### config.mk
export PLATFORM = sky130hd
export DESIGN_NAME = pwm_main
export DESIGN_NICKNAME = d
export VERILOG_FILES = /design/src/rtl/pwm_main.sv
export SDC_FILE = /design/constraint.sdc
export NUM_CORES = 1
export LEC_CHECK = 0
export BUFFER_PORTS_ARGS = -buffer_cell sky130_fd_sc_hd__buf_4
export CAP_MARGIN = 20
export CORE_UTILIZATION = 30
export DETAILED_ROUTE_END_ITERATION = 7
export SLEW_MARGIN = 20
export SYNTH_ARGS = -nofsm -noshare
export SYNTH_HDL_FRONTEND = slang
export SYNTH_HIERARCHICAL = 1
export SYNTH_SLANG_ARGS = --single-unit
### constraint.sdc
create_clock -name clk -period 1.3 [get_ports clk]
set_input_delay 0.13 -clock clk [delete_from_list [all_inputs] [get_ports clk]]
set_output_delay 0.13 -clock clk [all_outputs]
set_load 0.02 [all_outputs]
### src/rtl/pwm_main.sv
// Single-channel PWM: free-running period counter, saturating duty register stepped by
// edge-detected inc/dec commands, and a shadow duty loaded only at the period boundary.

module pwm_counter #(
    parameter int CNT_WIDTH = 8
) (
    input  logic                 clk,
    input  logic                 reset,
    output logic [CNT_WIDTH-1:0] o_count
);

    logic [CNT_WIDTH-1:0] counter;

    // Free-running period counter, wraps naturally at 2^CNT_WIDTH.
    always_ff @(posedge clk or posedge reset) begin
        if (reset) begin
            counter <= {CNT_WIDTH{1'b0}};
        end else begin
            counter <= counter + CNT_WIDTH'(1'b1);
        end
    end

    assign o_count = counter;

endmodule

module pwm_main #(
    parameter int CNT_WIDTH = 8,
    parameter int DUTY_STEP = 64,
    parameter int DUTY_INIT = 0
) (
    input  logic clk,
    input  logic reset,
    input  logic duty_inc,
    input  logic duty_dec,
    output logic PWM_out
);

    localparam logic [CNT_WIDTH-1:0] DUTY_MAX = {CNT_WIDTH{1'b1}};
    localparam logic [CNT_WIDTH:0]   STEP_EXT = (CNT_WIDTH+1)'(DUTY_STEP);
    localparam logic [CNT_WIDTH-1:0] INIT_VAL = CNT_WIDTH'(DUTY_INIT);

    // The extra top bit of the widened sum is the overflow flag.
    function automatic logic [CNT_WIDTH-1:0] sat_add(input logic [CNT_WIDTH-1:0] val);
        logic [CNT_WIDTH:0] sum;
        sum = {1'b0, val} + STEP_EXT;
        if (sum[CNT_WIDTH]) begin
            sat_add = DUTY_MAX;
        end else begin
            sat_add = sum[CNT_WIDTH-1:0];
        end
    endfunction

    // The extra top bit of the widened difference is the borrow flag.
    function automatic logic [CNT_WIDTH-1:0] sat_sub(input logic [CNT_WIDTH-1:0] val);
        logic [CNT_WIDTH:0] diff;
        diff = {1'b0, val} - STEP_EXT;
        if (diff[CNT_WIDTH]) begin
            sat_sub = {CNT_WIDTH{1'b0}};
        end else begin
            sat_sub = diff[CNT_WIDTH-1:0];
        end
    endfunction

    logic [CNT_WIDTH-1:0] w_counter;
    logic                 inc_q;
    logic                 dec_q;
    logic [CNT_WIDTH-1:0] duty_cycle;
    logic [CNT_WIDTH-1:0] duty_active;
    logic                 w_inc_pulse;
    logic                 w_dec_pulse;
    logic [CNT_WIDTH-1:0] w_duty_next;

    pwm_counter #(.CNT_WIDTH(CNT_WIDTH)) counter_inst (
        .clk     (clk),
        .reset   (reset),
        .o_count (w_counter)
    );

    assign w_inc_pulse = duty_inc & ~inc_q;
    assign w_dec_pulse = duty_dec & ~dec_q;

    // Next duty value; simultaneous inc and dec cancel out.
    always_comb begin
        w_duty_next = duty_cycle;
        case ({w_inc_pulse, w_dec_pulse})
            2'b10:   w_duty_next = sat_add(duty_cycle);
            2'b01:   w_duty_next = sat_sub(duty_cycle);
            default: w_duty_next = duty_cycle;
        endcase
    end

    // Edge-detect flops, duty and shadow registers, and the registered PWM output.
    always_ff @(posedge clk or posedge reset) begin
        if (reset) begin
            inc_q       <= 1'b0;
            dec_q       <= 1'b0;
            duty_cycle  <= INIT_VAL;
            duty_active <= INIT_VAL;
            PWM_out     <= 1'b0;
        end else begin
            inc_q      <= duty_inc;
            dec_q      <= duty_dec;
            duty_cycle <= w_duty_next;
            if (w_counter == DUTY_MAX) begin
                duty_active <= duty_cycle;
            end
            PWM_out <= (w_counter < duty_active);
        end
    end

endmodule

==> impl_metrics.py <==
metrics = {
    "status": {
        "status": "finished, violations left",
        "failed_checks": "negative setup slack",
    },
    "synthesis": {
        "syn_inst": 77,
        "syn_nets": 90,
        "synth-seq-cells": 17,
        "ys_warn_count": 6,
        "synth_cell_type_count": 25,
        "synth-seq-area-share": 0.494,
        "mappedNetlistArea_sq_um": 861,
        "syn_avg_cell_area_sq_um": 11.2,
    },
    "power_and_ir_drop": {
        "ir_worst_vdd_uv": 619,
        "p_leak_uw": 0.000542,
        "power-per-cell-area_mw_per_mm2": 864,
    },
    "drt": {
        "drt_iter0_drc": 3,
        "vias": 625,
        "wl_met2_um": 852,
        "met3WireLength_um": 16,
        "drc_errors": 0,
        "drt-met1-wl_um": 812,
        "via_per_inst": 4.70,
        "drt_wl_total_um": 1710,
        "maxUsedRoutingLayer": "met4",
        "antenna_left": 0,
        "drtPass1Iterations": 4,
        "wl_per_cell_um": 12.9,
    },
    "timing": {
        "fin_skew_ns": 0.00180,
        "worst_pin_slew_ns": 0.389,
        "hold_viol": 0,
        "slew_headroom": 0.740,
        "setup_slack_ns": -0.0618,
        "whs_ns": 0.337,
        "period_minus_slack_ns": 1.36,
        "fmax_mhz": 734,
        "rsz0062_at_grt": "true",
        "setup_viol": 1,
        "finalCritPeriodShare": 1.05,
        "drv_slew": 0,
    },
    "grt": {
        "grt_pass1_wl_um": 3110,
        "antenna_found_initial": 0,
        "grt_usage": 0.133,
        "grt_max_degree": 10,
        "grt_pass1_vias": 671,
        "overflow": 0,
    },
    "floorplan": {
        "num_io_pins": 5,
        "core_sq_mm": 0.00273,
        "start_util": 0.315,
        "die_y_um": 55.6,
        "die_area_sq_mm": 0.00309,
        "rows": 19,
        "die_x_um": 55.6,
    },
    "clocking": {
        "cts.sinks": 17,
        "numCtsBuffers": 3,
        "ctsLongestPathBuffers": 2,
        "clock-root-buffer": "clkbuf_4",
        "clkTransAtPathRegs_ns": 0.10,
        "cts_tree": "done",
        "clk_latency_ns": 0.29,
        "h-tree-depth": 1,
    },
    "critical_path": {
        "cp_data_required_time_ns": 1.54,
        "critPathMaxFanout": 5,
        "crit_path_start_kind": "flop",
        "endpoint_kind": "flop",
        "crit_type": "flop to flop",
        "worst-endpoint-arrival_ns": 1.60,
    },
    "hold_path": {
        "hp-class": "primary input to asynchronous set/reset pin",
    },
    "run": {
        "max-cap-violations": 0,
    },
    "place": {
        "hpwlAfterDp_um": 1170,
        "io_buffer_count": 4,
        "globalplace.congestion": 0.683,
        "place_area_sq_mm": 0.00102,
        "dp.cells": 123,
        "dp_worst_setup_slack_ns": -0.0615,
    },
    "cells_and_area": {
        "stdcell_count": 133,
        "final_common_cell": "dfrtp_1",
        "final_nets": 116,
        "finalInstanceArea_sq_mm": 0.00119,
        "drive_gt1_frac": 0.363,
        "mostFrequentLayoutCells": "dfrtp_1 (17), buf_4 (16), inv_1 (7), ha_4 (5)",
        "antenna_cells": 0,
        "areaGrowthSynthToFinish_pct": 38.2,
    },
}
==> where the power goes <==
group / total [uW] / switching [uW] / internal [uW]
clock network: 292 / 173 / 119
registers: 610 / 42.9 / 568
logic: 126 / 65.7 / 59.9
total: 1030 / 281 / 747
==> cells in the mapped netlist (all sizes together) <==
library cell | n | area share
a21o | 3 | 0.026
inv | 9 | 0.039
nand4 | 2 | 0.015
o21ai | 3 | 0.017
mux2 | 2 | 0.026
a31oi | 1 | 0.0073
ha | 9 | 0.13
nor2 | 5 | 0.025
nand2 | 2 | 0.0087
nor3 | 1 | 0.012
xnor2 | 3 | 0.031
xor2 | 3 | 0.031
o211ai | 1 | 0.0087
o21a | 1 | 0.0087
mux2i | 1 | 0.012
and3 | 2 | 0.016
a21oi | 3 | 0.017
nand2b | 3 | 0.022
nor2b | 1 | 0.0073
nand3 | 4 | 0.029
a221oi | 1 | 0.017
dfrtp | 17 | 0.49
==> layer usage <==
| metal | up-vias | track usage |
|---|---|---|
| met2 | 6 | 0.196 |
| li1 | 313 | - |
| met3 | 4 | 0.0211 |
| met4 | 0 | 0.0750 |
| met1 | 302 | 0.184 |
| met5 | - | 0 |
==> state kept, by name, summed over array words and instances (netlist names) <==
| signal | flops |
|---|---|
| inc_q | 1 |
| dec_q | 1 |
| duty_active | 3 |
| duty_cycle | 3 |
| counter_inst/o_count | 8 |
| PWM_out | 1 |
==> what timing repair did <==
| action | in CTS | in global routing |
|---|---|---|
| gates resized for setup | 7 | 10 |
| cloned | 0 | 0 |
| setup endpoints to repair | 1 | 6 |
| hold buffers | 3 | 0 |
| pin swaps | 4 | 5 |
| setup buffers | 2 | 1 |
| endpoints found under the hold margin | 19 | 0 |
==> worst paths after layout <==
path,startpoint,depth (start not counted),to,slack [ns]
min in group clk,duty_inc,6,duty_cycle[4],0.40
worst min register to register,duty_cycle[6],2,duty_cycle[7],0.51
worst min-delay path,reset,3,counter_inst/o_count[2],0.34
max in group asynchronous,reset,3,duty_active[5],0.66
worst max register to register,duty_active[5],5,PWM_out,-0.06
worst max-delay path,duty_active[5],5,PWM_out,-0.06
==> area by class of cell <==
type | instances | area [sq um]
repair buffers | 21 | 173
clock buffers | 4 | 26.3
fillers | 269 | 1540
flip-flops and latches | 17 | 425
multi-input cells | 51 | 490
well taps | 31 | 38.8
inverters | 9 | 36.3
==> kinds of logic (layout without fill, tap and decap cells) <==
kind of cell | Yosys count | count (layout) | synth area share
DFF | 17 | 17 | 0.494
AOI/OAI and AO/OA | 13 | 13 | 0.103
muxes | 3 | 3 | 0.0378
buffers and inverters | 9 | 34 | 0.0392
adders and majority gates | 9 | 9 | 0.131
and+or+nand+nor | 20 | 20 | 0.134
xor gates and xnor gates | 6 | 6 | 0.0611
==> worst max-delay path: stages, from the launching register on <==
cell	delay, ns
dfrtp_1	0.43
inv_4	0.11
ha_4	0.21
a21o_1	0.18
a221oi_2	0.23
o21a_1	0.15
==> metrics by stage <==
stage	setup TNS, ns	total power [uW]	utilization
floorplan	0	680	-
detailed placement	-0.0615	721	0.375
global placement	-0.0118	713	0.375
CTS	-0.0548	1020	0.415
finish	-0.0618	1030	0.435
global route	-0.243	1090	0.435
Note: power is estimated with default switching activity, not from simulation.
